`src/rtl/ocd_cmd_sequencer.sv`:
```
// Byte-stream command sequencer driving the MCU on-chip-debug memory port and core start.
// Optional read-wait timeout is enabled with the OCD_TIMEOUT_EN macro.
module ocd_cmd_sequencer #(
  parameter int unsigned ADDR_BITS = 16,
  parameter int unsigned XLEN      = 32
`ifdef OCD_TIMEOUT_EN
  , parameter int unsigned TIMEOUT_CYCLES = 1024
`endif
) (
  input  logic                 clk,
  input  logic                 reset_n,
  input  logic [7:0]           rx_data,
  input  logic                 rx_valid,
  output logic                 rx_ready,
  output logic [7:0]           tx_data,
  output logic                 tx_valid,
  input  logic                 tx_ready,
  output logic                 ocd_read_enable,
  output logic                 ocd_write_enable,
  output logic [ADDR_BITS-1:0] ocd_rw_addr,
  output logic [XLEN-1:0]      ocd_write_word,
  input  logic                 ocd_mem_enable_out,
  input  logic [XLEN-1:0]      ocd_mem_word_out,
  input  logic                 processor_paused,
  output logic                 start,
  output logic [XLEN-1:0]      start_address,
  output logic                 busy
);

  localparam logic [7:0] CMD_W = 8'h57;
  localparam logic [7:0] CMD_R = 8'h52;
  localparam logic [7:0] CMD_G = 8'h47;
  localparam logic [7:0] ACK_BYTE = 8'h06;
  localparam logic [7:0] NAK_BYTE = 8'h15;
  localparam logic [XLEN-1:0] START_RESET = XLEN'(32'h8000_0000);

  typedef enum logic [3:0] {
    S_IDLE, S_HDR, S_CHK, S_WDATA, S_WSTB, S_RREQ,
    S_RWAIT, S_RSEND, S_DRAIN, S_GO, S_ACK, S_NAK
  } state_e;

  state_e state_q, state_d;
  logic [7:0]           cmd_q, cmd_d;
  logic [2:0]           cnt_q, cnt_d;
  logic [47:0]          hdr_q, hdr_d;
  logic [15:0]          len_q, len_d;
  logic [ADDR_BITS-1:0] addr_q, addr_d;
  logic [XLEN-1:0]      wword_q, wword_d;
  logic [XLEN-1:0]      rdata_q, rdata_d;
  logic                 drain_q, drain_d;
  logic [7:0]           tx_data_q, tx_data_d;
  logic                 tx_valid_q, tx_valid_d;
  logic                 rx_ready_q, rx_ready_d;
  logic                 rd_en_q, rd_en_d;
  logic                 wr_en_q, wr_en_d;
  logic                 start_q, start_d;
  logic [XLEN-1:0]      start_addr_q, start_addr_d;
  logic                 busy_q, busy_d;
  logic                 rx_fire;
  logic [31:0]          hdr_addr;
  logic [15:0]          hdr_len;

`ifdef OCD_TIMEOUT_EN
  localparam int unsigned TMO_W = $clog2(TIMEOUT_CYCLES + 1);
  logic [TMO_W-1:0] tmo_q, tmo_d;
`endif

  assign rx_fire  = rx_valid & rx_ready_q;
  assign hdr_addr = hdr_q[47:16];
  assign hdr_len  = hdr_q[15:0];

  // Next-state and datapath for the frame parser / memory sequencer
  always_comb begin
    state_d      = state_q;
    cmd_d        = cmd_q;
    cnt_d        = cnt_q;
    hdr_d        = hdr_q;
    len_d        = len_q;
    addr_d       = addr_q;
    wword_d      = wword_q;
    rdata_d      = rdata_q;
    drain_d      = drain_q;
    tx_data_d    = tx_data_q;
    tx_valid_d   = tx_valid_q;
    start_d      = 1'b0;
    start_addr_d = start_addr_q;
`ifdef OCD_TIMEOUT_EN
    tmo_d        = '0;
`endif

    case (state_q)
      S_IDLE: begin
        drain_d = 1'b0;
        if (rx_fire) begin
          cmd_d = rx_data;
          cnt_d = 3'd0;
          if (rx_data == CMD_W || rx_data == CMD_R || rx_data == CMD_G) state_d = S_HDR;
          else state_d = S_NAK;
        end
      end
      S_HDR: begin
        if (rx_fire) begin
          hdr_d = {hdr_q[39:0], rx_data};
          if (cnt_q == 3'd5) begin
            cnt_d   = 3'd0;
            state_d = S_CHK;
          end else begin
            cnt_d = cnt_q + 3'd1;
          end
        end
      end
      S_CHK: begin
        len_d  = hdr_len;
        addr_d = hdr_addr[ADDR_BITS+1:2];
        if (cmd_q == CMD_G) state_d = S_GO;
        else if (!processor_paused) begin
          state_d = S_NAK;
          drain_d = (cmd_q == CMD_W) && (hdr_len != 16'd0);
        end
        else if (hdr_len == 16'd0) state_d = S_ACK;
        else if (cmd_q == CMD_W) state_d = S_WDATA;
        else state_d = S_RREQ;
      end
      S_WDATA: begin
        if (rx_fire) begin
          wword_d = {wword_q[XLEN-9:0], rx_data};
          if (cnt_q == 3'd3) begin
            cnt_d   = 3'd0;
            state_d = S_WSTB;
          end else begin
            cnt_d = cnt_q + 3'd1;
          end
        end
      end
      S_WSTB: begin
        addr_d  = addr_q + ADDR_BITS'(1);
        len_d   = len_q - 16'd1;
        state_d = (len_q == 16'd1) ? S_ACK : S_WDATA;
      end
      S_RREQ: state_d = S_RWAIT;
      S_RWAIT: begin
        if (ocd_mem_enable_out) begin
          rdata_d = ocd_mem_word_out;
          cnt_d   = 3'd0;
          state_d = S_RSEND;
        end
`ifdef OCD_TIMEOUT_EN
        else if (tmo_q == TMO_W'(TIMEOUT_CYCLES - 1)) state_d = S_NAK;
        else tmo_d = tmo_q + TMO_W'(1);
`endif
      end
      S_RSEND: begin
        // Each byte is presented, then retired on handshake; data shifts MSB first
        if (!tx_valid_q) begin
          tx_valid_d = 1'b1;
          tx_data_d  = rdata_q[XLEN-1 -: 8];
        end else if (tx_ready) begin
          tx_valid_d = 1'b0;
          rdata_d    = {rdata_q[XLEN-9:0], 8'h00};
          if (cnt_q == 3'd3) begin
            cnt_d   = 3'd0;
            addr_d  = addr_q + ADDR_BITS'(1);
            len_d   = len_q - 16'd1;
            state_d = (len_q == 16'd1) ? S_ACK : S_RREQ;
          end else begin
            cnt_d = cnt_q + 3'd1;
          end
        end
      end
      S_DRAIN: begin
        if (rx_fire) begin
          if (cnt_q == 3'd3) begin
            cnt_d = 3'd0;
            len_d = len_q - 16'd1;
            if (len_q == 16'd1) state_d = S_IDLE;
          end else begin
            cnt_d = cnt_q + 3'd1;
          end
        end
      end
      S_GO: begin
        start_addr_d = XLEN'(hdr_addr);
        start_d      = 1'b1;
        state_d      = S_ACK;
      end
      S_ACK, S_NAK: begin
        if (!tx_valid_q) begin
          tx_valid_d = 1'b1;
          tx_data_d  = (state_q == S_ACK) ? ACK_BYTE : NAK_BYTE;
        end else if (tx_ready) begin
          tx_valid_d = 1'b0;
          cnt_d      = 3'd0;
          state_d    = (state_q == S_NAK && drain_q) ? S_DRAIN : S_IDLE;
        end
      end
      default: state_d = S_IDLE;
    endcase

    rx_ready_d = (state_d == S_IDLE) || (state_d == S_HDR) ||
                 (state_d == S_WDATA) || (state_d == S_DRAIN);
    busy_d     = (state_d != S_IDLE);
    rd_en_d    = (state_d == S_RREQ);
    wr_en_d    = (state_d == S_WSTB);
  end

  always_ff @(posedge clk or negedge reset_n) begin
    if (!reset_n) begin
      state_q      <= S_IDLE;
      cmd_q        <= '0;
      cnt_q        <= '0;
      hdr_q        <= '0;
      len_q        <= '0;
      addr_q       <= '0;
      wword_q      <= '0;
      rdata_q      <= '0;
      drain_q      <= 1'b0;
      tx_data_q    <= '0;
      tx_valid_q   <= 1'b0;
      rx_ready_q   <= 1'b0;
      rd_en_q      <= 1'b0;
      wr_en_q      <= 1'b0;
      start_q      <= 1'b0;
      start_addr_q <= START_RESET;
      busy_q       <= 1'b0;
    end else begin
      state_q      <= state_d;
      cmd_q        <= cmd_d;
      cnt_q        <= cnt_d;
      hdr_q        <= hdr_d;
      len_q        <= len_d;
      addr_q       <= addr_d;
      wword_q      <= wword_d;
      rdata_q      <= rdata_d;
      drain_q      <= drain_d;
      tx_data_q    <= tx_data_d;
      tx_valid_q   <= tx_valid_d;
      rx_ready_q   <= rx_ready_d;
      rd_en_q      <= rd_en_d;
      wr_en_q      <= wr_en_d;
      start_q      <= start_d;
      start_addr_q <= start_addr_d;
      busy_q       <= busy_d;
    end
  end

`ifdef OCD_TIMEOUT_EN
  always_ff @(posedge clk or negedge reset_n) begin
    if (!reset_n) tmo_q <= '0;
    else          tmo_q <= tmo_d;
  end
`endif

  assign rx_ready         = rx_ready_q;
  assign tx_data          = tx_data_q;
  assign tx_valid         = tx_valid_q;
  assign ocd_read_enable  = rd_en_q;
  assign ocd_write_enable = wr_en_q;
  assign ocd_rw_addr      = addr_q;
  assign ocd_write_word   = wword_q;
  assign start            = start_q;
  assign start_address    = start_addr_q;
  assign busy             = busy_q;

endmodule
```
`config.mk`:
```
export PLATFORM = sky130hd
export DESIGN_NAME = ocd_cmd_sequencer
export DESIGN_NICKNAME = d
export VERILOG_FILES = /design/src/rtl/ocd_cmd_sequencer.sv
export SDC_FILE = /design/constraint.sdc
export NUM_CORES = 1
export LEC_CHECK = 0
export ABC_AREA = 1
export BUFFER_PORTS_ARGS = -buffer_cell sky130_fd_sc_hd__buf_2
export CAP_MARGIN = 10
export CORE_MARGIN = 10
export CORE_UTILIZATION = 57
export DETAILED_ROUTE_END_ITERATION = 7
export GPL_TIMING_DRIVEN = 1
export PLACE_DENSITY = 0.86
export REMOVE_ABC_BUFFERS = 1
export SLEW_MARGIN = 10
export SYNTH_ARGS = -nofsm -noshare
export SYNTH_HDL_FRONTEND = slang
export SYNTH_SLANG_ARGS = --single-unit
```
`constraint.sdc`:
```
create_clock -name clk -period 2.2 [get_ports clk]
set_input_delay 0.44 -clock clk [delete_from_list [all_inputs] [get_ports clk]]
set_output_delay 0.44 -clock clk [all_outputs]
set_load 0.03 [all_outputs]
```
==> metrics.txt, run 1 <==
final wirelength 23.08 mm; clock net sink count 206; Routability Congestion 0.9102; io pins 140; wire length per cell ~16 µm; Final TNS setup 0 ps; clock-pin slew on the worst setup and hold paths 60 ps; DIE HEIGHT 148.7 µm; Mapped Area 9440 µm²; CTS Root Cell clkbuf_16; CP max stage delay 420 ps; post-route ant nets 0; FF+latch count, synth 206; Syn Area/Cell 8.567 µm²; Final min period 2009 ps; clock skew 11.78 ps; routed vias between 7000 and 8000; Fillers 1223; port bufs 139; setup violators final 0; starting density of the core between 50% and 60%; Detail Placement HPWL 15.95 mm; Worst-Skew Late Latency 500 ps; DRC Markers 0; Warnings, synthesis 0; outcome completed; CTS Buf Count 22; Rows between 40 and 50; fin cells 1472; Max-Cap Viols 0; Worst setup SP type register; die area 22110 µm²; Starting DRT DRC Count around 640; total power 16610 µW; Total GRT Usage 20.98%; share of cells above drive strength 1 about a fifth; cells along the critical path ha_1, ha_1, inv_1, nor2_4, nor2_2, a21o_1, buf_4, a21oi_1, o21ai_0, o21ai_0; PwrDens 1480 nW/µm²; Least-Margin Pin Slew 629.2 ps; Max Root-Sink Buffers 3; CTS tree built; CP arrival ~2400 ps; initial antenna violation count 0; vias in the first global route 7981; LEAKAGE 0.005750 µW; period utilization 91.33%; largest net degree at the start of global routing 97; Die W 148.7 µm; Critical Path RT 2560 ps; Seq/Total Area, Yosys between 50% and 60%; area grow syn2layout 18.90%; nets@finish roughly 1300; DR pass1 iterations 5; dpl cells 1432; max-slew violations 0; Hold Vio Cnt, Final 0; CP Class register to register; first-pass GRT wire length 38.92 mm; highest-delay cell along the critical path dfrtp_1; Distinct cells, synth 40; Worst VDD drop 0.8439 mV; core footprint between 15000 and 20000 µm²; fmax 0.4977 GHz; diodes inserted 0; H-Tree Depth 1; postcts setup bufs 0; crit end category register; Vias per Instance 5.365; maximum fanout along the worst path 13; grt total ovfl 0; Mapped Cells 1102; Hold/Removal Path Class input pin to register; Slew headroom approximately 58%
[metal layers]
layer  vias up  share of wire (%)  global-route usage, %
met5         -                  0                      0
met4         0                2.0                  5.203
met3        32                7.8                  5.279
met2       277                 48                  35.08
met1      3759                 42                  26.65
li1       3829                  -                      -
[through the flow]
step | util [%] | cell area [µm²] | setup slack, ps | hold slack [ps]
after floorplan | - | 9210 | -839.9 | 144.4
after global placement | 65.01 | 10440 | 264.7 | 371.7
after detailed placement | 65.01 | 10440 | 161.3 | 372.8
after CTS | 69.87 | 11220 | 150.6 | 158.3
after global routing | 69.90 | 11220 | -2.727 | 198.5
final | 69.90 | 11220 | 190.7 | 169.0
[cell type report]
class,instances,area [µm²],area share [%]
clock buffers,29,638.1,5.685
clock inverters,10,132.6,1.182
inverters,119,446.7,3.979
multi-input cells,730,3626,32.30
flip-flops and latches,206,5156,45.94
well taps,216,270.3,2.408
repair buffers,162,954.7,8.505
[what timing repair did]
action                                 in CTS  in global routing
gates resized for setup                     0                  2
setup endpoints to repair                   0                  3
endpoints found under the hold margin      31                  0
hold buffers                                1                  0
[where the power goes]
group          switching (µW)  internal (µW)  leakage (µW)
registers                1010           5230       0.00267
logic                    4430           2060       0.00269
clock network            1490           2400      0.000385
total                    6930           9680       0.00575
[critical path: cells and delay by family, from the launching register on]
| family | cells | cell delay [ps] |
|---|---|---|
| fa+ha+maj | 2 | 440 |
| flops | 1 | 420 |
| buf+inv | 2 | 390 |
| compound gates | 4 | 370 |
| simple gates | 2 | 270 |
[cell usage in the layout, fill, tap and decap left out, types with 3 or more instances in the layout]
master,count
nand2_1,285
dfrtp_1,205
buf_2,138
o21ai_0,133
inv_1,111
nor2_1,92
nand3_1,41
a21oi_1,26
a31oi_1,26
mux2_2,25
clkbuf_16,23
o21ai_1,20
xor2_1,16
buf_4,16
nor3_1,8
nor2_2,7
inv_2,7
ha_1,7
nand2_2,6
o211ai_1,6
buf_12,6
clkinv_2,5
clkbuf_8,5
a21oi_2,4
nand4_1,4
a22oi_1,4
o21a_1,3
bufinv_16,3
[synthesized netlist by cell type, drive strengths merged]
master | n | area (µm²)
a21o | 1 | 7.510
a21oi | 31 | 181.4
a22o | 1 | 8.760
a22oi | 4 | 30.03
a31oi | 26 | 162.7
buf | 26 | 151.4
clkbuf | 21 | 78.83
clkinv | 1 | 3.750
dfrtp | 205 | 5130
dfstp | 1 | 26.28
ha | 7 | 87.58
inv | 118 | 442.9
mux2 | 25 | 281.5
nand2 | 291 | 1105
nand3 | 41 | 205.2
nand3b | 2 | 15.01
nand4 | 4 | 25.02
nor2 | 101 | 406.6
nor3 | 9 | 50.05
nor3b | 1 | 7.510
o211ai | 6 | 45.04
o21a | 3 | 22.52
o21ai | 156 | 788.3
o221ai | 1 | 8.760
o22ai | 2 | 12.51
o31ai | 1 | 7.510
xnor2 | 1 | 8.760
xor2 | 16 | 140.1
[flip-flops by register name, indices dropped and copies added (netlist names)]
signal,count
busy,1
drain_q,1
rx_ready,1
len_q,16
cmd_q,8
start,1
tx_valid,1
state_q,4
cnt_q,3
tx_data,8
ocd_write_enable,1
start_address,32
ocd_read_enable,1
rdata_q,32
ocd_rw_addr,16
hdr_q,48
ocd_write_word,32
[cell families (layout without fill, tap and decap cells)]
| group | after synthesis | after routing | synth area share, % |
|---|---|---|---|
| simple gates | 449 | 449 | 19.22 |
| flops | 206 | 206 | 54.62 |
| compound gates | 232 | 232 | 13.51 |
| mux | 25 | 25 | 2.982 |
| xor+xnor | 17 | 17 | 1.577 |
| fa+ha+maj | 7 | 7 | 0.9277 |
| buf+inv | 166 | 320 | 7.170 |
[final timing paths]
| path | cells past startpoint | start | slack, ps | to |
|---|---|---|---|---|
| max reg2reg | 10 | cnt_q[0]$_DFFE_PN0P_ | 190 | len_q[6]$_DFFE_PN0P_ |
| min | 3 | rx_data[3] | 170 | cmd_q[3]$_DFFE_PN0P_ |
| min reg2reg | 2 | start_address[31]$_DFFE_PN1P_ | 470 | start_address[31]$_DFFE_PN1P_ |
| min in group asynchronous | 2 | reset_n | 420 | hdr_q[44]$_DFFE_PN0P_ |
| max | 10 | cnt_q[0]$_DFFE_PN0P_ | 190 | len_q[6]$_DFFE_PN0P_ |
| max in group asynchronous | 3 | reset_n | 1110 | start_address[31]$_DFFE_PN1P_ |
Note: power is estimated with default switching activity, not from simulation.
==> run 2: changes to the inputs <==
==> constraint.sdc (replaced) <==
create_clock -name clk -period 1.9 [get_ports clk]
set_input_delay 0.38 -clock clk [delete_from_list [all_inputs] [get_ports clk]]
set_output_delay 0.38 -clock clk [all_outputs]
set_load 0.03 [all_outputs]
==> run 2 against run 1 <==
Sequential share of layout area down 0.80 points. Sequential power up 16%. Non-clock buffer count up 13. Critical path depth up 1.
==> metrics.txt, run 2 (same netlist as run 1, synthesis figures left out) <==
port bufs roughly 140; clock net sink count 206; io pins 140; Multi-input gate area 3684 µm²; Hold Vio Cnt, Final 0; setup violators final 0; CP arrival approximately 2300 ps; first-pass GRT wire length 38.76 mm; Max-Cap Viols 0; CP max stage delay 350 ps; cells along the critical path ha_2, ha_2, inv_1, buf_4, nor2_4, nand3_2, nand2_1, nand3_1, nor2_2, nand2_1, a21oi_1; PwrDens about 1700 nW/µm²; Die W 148.7 µm; CTS tree built; clock skew about 14 ps; Detail Placement HPWL 16.07 mm; unrepaired setup endpoints after global routing yes; wire length per cell between 15 and 20 µm; H-Tree Depth 1; initial antenna violation count 0; vias in the first global route 8093; DRC Markers 0; share of cells above drive strength 1 22.24%; R2R cell count 11; die area 22110 µm²; CP Buf/Inv Count 2; Vias per Instance 5.413; nets@finish 1306; clock-pin slew on the worst setup and hold paths about 60 ps; diodes inserted 0; Max Root-Sink Buffers 3; final wirelength 23.23 mm; maximum fanout along the worst path 4; DR pass1 iterations 5; Hold Crit Depth 3; Rows 46; CTS Buf Count 21; Worst setup SP type register; most common cell after layout, fill and taps aside nand2_1; Crit path depth 11; core footprint 16060 µm²; Final TNS setup 0 ps; Worst-Skew Late Latency ~500 ps; Slew headroom 68.41%; LEAKAGE 0.005836 µW; storage element area ~5200 µm²; area grow syn2layout 21.02%; commonest cells after routing, fill and taps aside 283 x nand2_1, 205 x dfrtp_1, 138 x buf_2; post-route ant nets 0; Fillers between 1000 and 1500; Least-Margin Pin Slew 473.9 ps; total power 19410 µW; grt total ovfl 0; DIE HEIGHT 148.7 µm; Starting DRT DRC Count between 500 and 600; period utilization 95.95%; Worst R2R Setup Slack 80 ps; CP Class register to register; CTS Root Cell clkbuf_16; Worst VDD drop between 0.9 and 1 mV; crit end category register; starting density of the core approximately 59%; fmax approximately 0.55 GHz; highest-delay cell along the critical path dfrtp_1; Final min period 1823 ps; routed vias 8033; largest net degree at the start of global routing 97; Total GRT Usage 20.74%; outcome completed; Crit path max-delay family simple AND/OR/NAND/NOR gates; max-slew violations 0; Hold/Removal Path Class input pin to register; Largest Register hdr_q; Critical Path RT around 2300 ps; Routability Congestion 0.9044; max FFs per register between 40 and 50
[run 2: final timing paths]
| kind | start | endpoint |
|---|---|---|
| worst max-delay path | cnt_q[0]$_DFFE_PN0P_ | rx_ready$_DFF_PN0_ |
| worst min-delay path | rx_data[3] | cmd_q[3]$_DFFE_PN0P_ |
| worst max register to register | cnt_q[0]$_DFFE_PN0P_ | rx_ready$_DFF_PN0_ |
| worst min register to register | start_address[24]$_DFFE_PN0P_ | start_address[24]$_DFFE_PN0P_ |
| max in group asynchronous | reset_n | start_address[31]$_DFFE_PN1P_ |
| min in group asynchronous | reset_n | len_q[11]$_DFFE_PN0P_ |
[run 2: repair_timing]
item / 4_1_cts / 5_1_grt
endpoints found under the setup margin: 0 / 38
hold endpoints to repair: 30 / 0
gates resized for setup: 0 / 21
hold buffers: 1 / 0
setup buffers: 0 / 4
[run 2: where the power goes]
group,switching [µW],internal (µW),leakage [µW]
clock,1690,2710,0.000376
sequential,1160,6050,0.00267
combinational,5210,2580,0.00279
[run 2: through the flow]
step / util [%] / hold WS (ps) / worst slack, ps / cell area, µm² / instances
after floorplan: - / 84.41 / -1140 / 9210 / 1055
after global placement: 65.74 / 317.8 / 102.8 / 10560 / 1441
after detailed placement: 65.74 / 316.7 / 25.76 / 10560 / 1441
after CTS: 70.49 / 87.68 / 7.508 / 11320 / 1480
after global routing: 71.15 / 103.2 / -34.10 / 11420 / 1484
final: 71.15 / 102.7 / 76.90 / 11420 / 1484
[run 2: cell type report]
type	count	share of cell area (%)
flip-flops and latches	206	45.13
multi-input cells	730	32.24
clock buffers	28	5.443
well taps	216	2.366
clock inverters	10	1.150
inverters	119	3.910
repair buffers	175	9.758
[run 2: worst min-delay path: cells and delay by family]
family                 cells  cell delay, ps
AO/OA/AOI/OAI              1              60
buffers and inverters      1              80
AND/OR/NAND/NOR            1              40
[run 2: per-layer routing]
metal  global-route usage, %  routed length [µm]
met4                   7.086                 792
met5                       0                   0
met2                   34.50               10980
met3                   5.552                1812
met1                   25.54                9645
==> run 3: changes to the inputs <==
--- a/config.mk
+++ b/config.mk
@@ -12,6 +12,7 @@
 export CORE_UTILIZATION = 57
 export DETAILED_ROUTE_END_ITERATION = 7
 export GPL_TIMING_DRIVEN = 1
+export MAX_ROUTING_LAYER = met4
 export PLACE_DENSITY = 0.86
 export REMOVE_ABC_BUFFERS = 1
 export SLEW_MARGIN = 10
==> run 3 against run 2 <==
Flip-flop and latch count unchanged. Sequential power about the same. Clock power up 2%. Wire length up 1.4%. Register-to-register slack about the same. First-iteration DRC count up 26%. Cell area up 0.13%. Clock-buffer cell count up 2. Maximum frequency up 0.36%. Combinational power up 2%. Largest cell class unchanged. Non-clock buffer count up 1. Clock skew down 0.94 ps.
==> metrics.txt, run 3 (same netlist as run 1, synthesis figures left out) <==
Hold Vio Cnt, Final 0; diodes inserted 0; vias in the first global route 8150; largest net degree at the start of global routing 57; CTS Root Cell clkbuf_16; Sw Share 41.66%; Max Root-Sink Buffers 3; H-Tree Depth 1; Routability Congestion between 0.9 and 1; die area roughly 22000 µm²; wire length on met3 1.678 mm; final wirelength 23.54 mm; Vias per Instance 5.404; Hold/Removal Path Class input pin to register; Psw 8180 µW; fmax 0.5505 GHz; io pins 140; maximum fanout along the worst path 4; Finished Core Util a little under three quarters; post-route ant nets 0; wire length per cell 15.84 µm; cells along the critical path ha_2, ha_2, inv_1, buf_4, nor2_2, nand3_2, nand2_1, nand3_1, nor2_4, nand2_1, a21oi_1; routed vias ~8000; Worst setup SP type register; CP arrival approximately 2200 ps; clock skew about 14 ps; unrepaired setup endpoints after global routing yes; Final min period 1817 ps; Highest Signal Layer met4; Gate power share 40.4%; CP max stage delay 360 ps; commonest cells after routing, fill and taps aside 282 x nand2_1, 202 x dfrtp_1, 138 x buf_2; area grow syn2layout 21.18%; LEAKAGE between 0.005 and 0.006 µW; Least-Margin Pin Slew 490.8 ps; DR pass1 iterations 5; CTS Buf Count 22; Critical Path RT 2330 ps; core footprint ~16000 µm²; DRC Markers 0; Starting DRT DRC Count 643; share of cells above drive strength 1 22.28%; CTS tree built; DIE HEIGHT 148.7 µm; Rows 46; Die W between 100 and 150 µm; port bufs 139; period utilization 95.61%; Largest Register hdr_q; starting density of the core 58.79%; Placement Cell Area about 11000 µm²; Worst VDD drop roughly 1.3 mV; most common cell after layout, fill and taps aside nand2_1; highest-delay cell along the critical path dfrtp_1; Max-Cap Viols 0; clock net sink count about 210; setup violators final 0; outcome completed; post-route cell area 11440 µm²; PwrDens 1717 nW/µm²; initial antenna violation count 0; nets@finish 1308; Pint approximately 11000 µW; Clock power frac 22.8%; wl on met1 9.881 mm; max FFs per register between 40 and 50; grt total ovfl 0; Total GRT Usage roughly 22%; Detail Placement HPWL 16.53 mm; crit end category register; Worst-Skew Late Latency 500 ps; CP Class register to register; clock-pin slew on the worst setup and hold paths 60 ps; Reg power frac a little under two fifths; Slew headroom about 67%; max-slew violations 0; met2 routed WL approximately 11 mm; first-pass GRT wire length 39.24 mm
[run 3: changes by cell type in the layout (fill, tap and decap cells not counted), sizes merged]
cell,change
buf,+1
clkbuf,+2
clkinv,-1
clkinvlp,+1
inv,-1
[run 3: final timing paths]
kind / start / to / slack [ps] / cells past startpoint
setup / recovery: cnt_q[0]$_DFFE_PN0P_ / rx_ready$_DFF_PN0_ / 80 / 11
hold / removal: rx_data[5] / cmd_q[5]$_DFFE_PN0P_ / 110 / 3
setup reg to reg: cnt_q[0]$_DFFE_PN0P_ / rx_ready$_DFF_PN0_ / 80 / 11
hold reg to reg: start_address[31]$_DFFE_PN1P_ / start_address[31]$_DFFE_PN1P_ / 460 / 2
max in group asynchronous: reset_n / state_q[2]$_DFF_PN0_ / 840 / 3
min in group asynchronous: reset_n / start_address[18]$_DFFE_PN0P_ / 380 / 2
[run 3: repair_timing]
action                                 in CTS  in global routing
endpoints found under the hold margin      38                  0
resized for setup                           0                 27
setup endpoints to repair                   0                 54
buffers inserted                            0                  4
hold buffers                                1                  0
[run 3: power groups by stage]
stage / Combinational [µW] / Sequential, µW / Clock [µW]
final: 7930 / 7230 / 4470
after global routing: 8840 / 7440 / 4730
after floorplan: 3900 / 8280 / 0
after detailed placement: 7680 / 7240 / 0
after CTS: 7780 / 7190 / 4540
after global placement: 7420 / 7160 / 0
[run 3: stage by stage]
step | setup WS (ps) | hold WS, ps | total power (µW) | TNS [ps] | instances
after floorplan | -1140 | 84.41 | 12180 | -73820 | 1055
after global placement | 99.93 | 340.1 | 14570 | 0 | 1442
after detailed placement | 26.84 | 342.7 | 14920 | 0 | 1442
after CTS | 14.86 | 100.6 | 19510 | 0 | 1482
after global routing | -44.33 | 109.2 | 21010 | -110.5 | 1486
final | 83.37 | 112.8 | 19640 | 0 | 1486
[run 3: area by class of cell]
type | count | area, µm²
Clock buffer | 30 | 631.9
Clock inverter | 9 | 132.6
Fill cell | 1153 | 4618
Inverter | 119 | 446.7
Multi-Input combinational cell | 730 | 3697
Sequential cell | 206 | 5160
Tap cell | 216 | 270.3
Timing Repair Buffer | 176 | 1101
[run 3: worst max-delay path, delay by kind of cell (launching register included)]
kind / cells / cell delay [ps]
compound gates: 1 / 130
simple gates: 6 / 680
fa+ha+maj: 2 / 350
flops: 1 / 360
buf+inv: 2 / 220
[run 3: per-layer routing]
metal / vias to the layer above / GRT usage [%]
li1: 3869 / -
met1: 3835 / 26.88
met2: 278 / 35.32
met3: 49 / 4.612
met4: 0 / 6.640
met5: - / -
